--- config.mk ---
export PLATFORM = sky130hd
export DESIGN_NAME = bit_reverse_mapper_core
export DESIGN_NICKNAME = d
export VERILOG_FILES = /design/src/rtl/bit_reverse_mapper_core.sv
export SDC_FILE = /design/constraint.sdc
export NUM_CORES = 1
export LEC_CHECK = 0
export BUFFER_PORTS_ARGS = -buffer_cell sky130_fd_sc_hd__buf_2
export CAP_MARGIN = 10
export CORE_AREA = 3 3 401 403
export CTS_CLUSTER_DIAMETER = 120
export DETAILED_ROUTE_END_ITERATION = 16
export DIE_AREA = 0 0 404 406
export PLACE_DENSITY = 0.33
export RECOVER_POWER = 25
export SLEW_MARGIN = 5
export SYNTH_ARGS = -nofsm -noshare
export SYNTH_HDL_FRONTEND = slang
export SYNTH_SLANG_ARGS = --single-unit
--- constraint.sdc ---
create_clock -name clk -period 43.8 [get_ports clk]
set_input_delay 6.57 -clock clk [delete_from_list [all_inputs] [get_ports clk]]
set_output_delay 6.57 -clock clk [all_outputs]
set_load 0.05 [all_outputs]
--- src/rtl/bit_reverse_mapper_core.sv ---
// Registered bit-reversal permutation stage for the radix-2 FFT datapath.
// Output lane k carries input lane bitrev_N(k); one cycle latency, no backpressure.
module bit_reverse_mapper_core #(
  parameter int N = 4,
  parameter int W = 32
) (
  input  logic                  clk,
  input  logic                  rst,
  input  logic                  in_valid,
  input  logic [(1<<N)*W-1:0]   in,
  output logic                  out_valid,
  output logic [(1<<N)*W-1:0]   out
);

  localparam int SIZE = 1 << N;

  // Reverse the N least-significant bits of a lane index (elaboration-time only).
  function automatic int bitrev(input int k);
    int r;
    r = 0;
    for (int j = 0; j < N; j++) begin
      if (((k >> j) & 1) != 0) begin
        r = r | (1 << (N - 1 - j));
      end
    end
    return r;
  endfunction

  logic [SIZE*W-1:0] perm_s;

  // Constant-index wiring network: no muxes, just lane relabelling.
  for (genvar k = 0; k < SIZE; k++) begin : g_lane
    localparam int SRC = bitrev(k);
    assign perm_s[k*W +: W] = in[SRC*W +: W];
  end

  // Output register: loads only on valid frames; reset clears frame and strobe at once.
  always_ff @(posedge clk or posedge rst) begin
    if (rst) begin
      out       <= {(SIZE*W){1'b0}};
      out_valid <= 1'b0;
    end else begin
      out_valid <= in_valid;
      if (in_valid) begin
        out <= perm_s;
      end else begin
        out <= out;
      end
    end
  end

endmodule

# After elaboration in Yosys (flattened, before gate mapping)

Index checks and enable logic that the tools add are counted.

Register bits: 513
Output and inout port bits: 513
Word-level logic and storage cells: 2

# Logic depth before layout (Yosys ltp)

Word-level depth: 0
Gate-level depth with buffers: 4
Gate-level depth less buffers: 1

# Worst setup path after synthesis

Ideal clock, no wire load.

Path type: input -> register
Start: input in_valid
End: register out[100]
Library setup time: 0.125 ns
Arrival: 7.318 ns
Data required time: 43.675 ns
Slack: 36.357 ns
Cell stages on the path: 4
Path buffers: 3
Cells stage by stage: buf_6 -> buf_6 -> clkbuf_8 -> mux2_2

RTL lines:

| item                 | RTL line | text |
|---|---|---|
| start, declared      | 9        | `input logic in_valid,` |
| end signal, assigned | 40       | `out <= {(SIZE*W){1'b0}};` |
| end signal, assigned | 45       | `out <= perm_s;` |
| end signal, assigned | 47       | `out <= out;` |
| end, declared        | 12       | `output logic [(1<<N)*W-1:0] out` |

No word-level cell between the ends.

# Worst setup path in the final report

Start: input in_valid
End: register out[4]

No word-level cell between the ends.

==> impl_metrics.ini <==
[outcome]
status = finished, violations left
failed_checks = capacitance limit, slew limit

[clocking]
cts_setup_buffers = 0
clk_pin_slew_ns = 0.06
clock_tree.htree_level_count = 3
numCtsBuffers = 69
cts_hold_buf = 0
clock_sinks = 513
cts_buffer_depth = 3
tritoncts = done
cts_resized = 0
root_buffer = clkbuf_16
clkLatencyLatePin_ns = 0.62

[synthesis]
synth_top_cell_by_area = dfrtp_1
ys_types = 6
syn_inst = 1083
synthesis.area_sq_um = 19250
synthesis.nets = 1598
ys_top_cells_by_area = dfrtp_1 67%, mux2_2 30%, buf_6 2.7%
ys_ff_latch = 513
syn_avg_cell_area_sq_um = 17.77
synth_top_area_share_pct = 66.69
yosys_warnings = 0
seq_area_frac_synth_pct = 66.69

[drt]
drt-initial-drc-count = 426
drc_errors = 0
firstDrtPassIters = 4
wl_per_cell_um = 19.60
vias = 13520
wl_um = 83650
final_antenna_net_count = 0
vias_per_cell = 3.167

[placement]
gp_congestion = 0.7658
place_area_sq_um = 26470
hpwl_um = 65810
portBuffers = 1027
post-place-ws_ns = 32.72

[sta]
timing.fmax_mhz = 64.98
slew_viol_final = 441
post-route-min-period_ns = 15.39
tightest_slew_ns = 5.276
rsz0062_at_grt = false
worst_slack_ns = 28.41
finalCritPeriodShare_pct = 35.14
skew_ns = 0
maxSlewHeadroom_pct = -251.8
hold_viol_final = 0
setup_violations = 0
fin_tns_setup_ns = 0

[run]
drv_cap = 6

[grt]
grt_pass1_vias = 14750
grt_use_total_pct = 9.733
grt_max_degree = 128
globalRoute.totalOverflow = 0
use_met3_pct = 4.081
grt_use_met2_pct = 16.95
gr-usage-met1_pct = 10.53
antenna_found_initial = 35
grt_pass1_wl_um = 113500
grt_busiest_layer = met2

[finish]
drive_gt1_share_pct = 71.89
final_common_cell = buf_2
final_cell_mix = 946 x buf_2, 513 x dfrtp_1, 512 x mux2_2
layout.nets = 2652
area_growth_pct = 48.46
design_area_sq_um = 28580

[floorplan]
initial_core_util_pct = 12.20
rows = 146
ios = 1028
dieArea_sq_um = 164000
core-area_sq_um = 157800
die_h_um = 406
die_w_um = 404

[pwr]
power_leakage_nw = 12.98
max-vdd-ir-drop_uv = 29.96
power.density_nw_per_um2 = 50.58

[setup_path]
critPathLaunchType = primary input
cp.arrival_ns = 15.88
worstPathRequired_ns = 44.29
cp-end-kind = register
worstSetupPathType = primary input to register
crit_fanout = 90

[min_path]
min_path_type = register to register
registers in the layout, summed over array words and instances, names as in the netlist:
| register | flops |
|---|---|
| out | 512 |
| out_valid | 1 |
layout make-up:
class / count / area [sq um]
Tap cell: 2072 / 2592
Multi-Input combinational cell: 512 / 5766
Clock inverter: 18 / 209.0
Inverter: 1 / 5.005
Sequential cell: 513 / 12840
Timing Repair Buffer: 1040 / 5134
Antenna cell: 12 / 30.03
Clock buffer: 100 / 2004
Fill cell: 17570 / 129300
logic make-up after synthesis:
family,after synthesis,share of synthesized area (%)
multiplexers,512,29.95
flip-flops,513,66.69
buffers and inverters,58,3.360
stage by stage:
stage	cells	util, %	power [W]	hold slack (ns)
final	4268	18.11	0.001445	0.4975
after detailed placement	4138	16.77	0.0009010	0.4893
after global placement	4138	16.77	0.0009013	0.4849
after floorplan	1083	-	0.0007901	0.8670
after global routing	4262	18.10	0.001514	0.5134
after CTS	4256	18.17	0.001484	0.5020
critical path: stages:
cell and delay [ns]:
clkbuf_1 3.64, clkbuf_1 2.48, buf_4 0.93, buf_4 0.77
buf_4 0.81, mux2_2 0.41
synthesized netlist by cell type:
| cell type | n |
|---|---|
| mux2_2 | 512 |
| clkbuf_8 | 8 |
| buf_2 | 3 |
| inv_1 | 1 |
| buf_6 | 46 |
| dfrtp_1 | 513 |
layer usage:
layer | vias up | wire length (um) | share of wire, %
met5 | - | 125 | 0.15
met4 | 20 | 2639 | 3.2
met3 | 141 | 7532 | 9.0
met2 | 565 | 42590 | 51
met1 | 6813 | 30760 | 37
li1 | 5978 | - | -
worst paths after layout:
kind                       slack, ns        to  cells past startpoint      from
min                             0.50   out[32]                      1   out[32]
min in group asynchronous       7.14  out[229]                      2       rst
max reg2reg                    42.90  out[466]                      1  out[466]
max                            28.41    out[4]                      6  in_valid
min reg2reg                     0.50   out[32]                      1   out[32]
max in group asynchronous      30.86  out[148]                      5       rst
where the power goes:
group | total (W) | switching [W] | internal [W]
Combinational | 0.000339 | 0.000249 | 0.0000902
Clock | 0.000559 | 0.000224 | 0.000335
Sequential | 0.000547 | 0.0000252 | 0.000522
(Power assumes the default switching activity.)
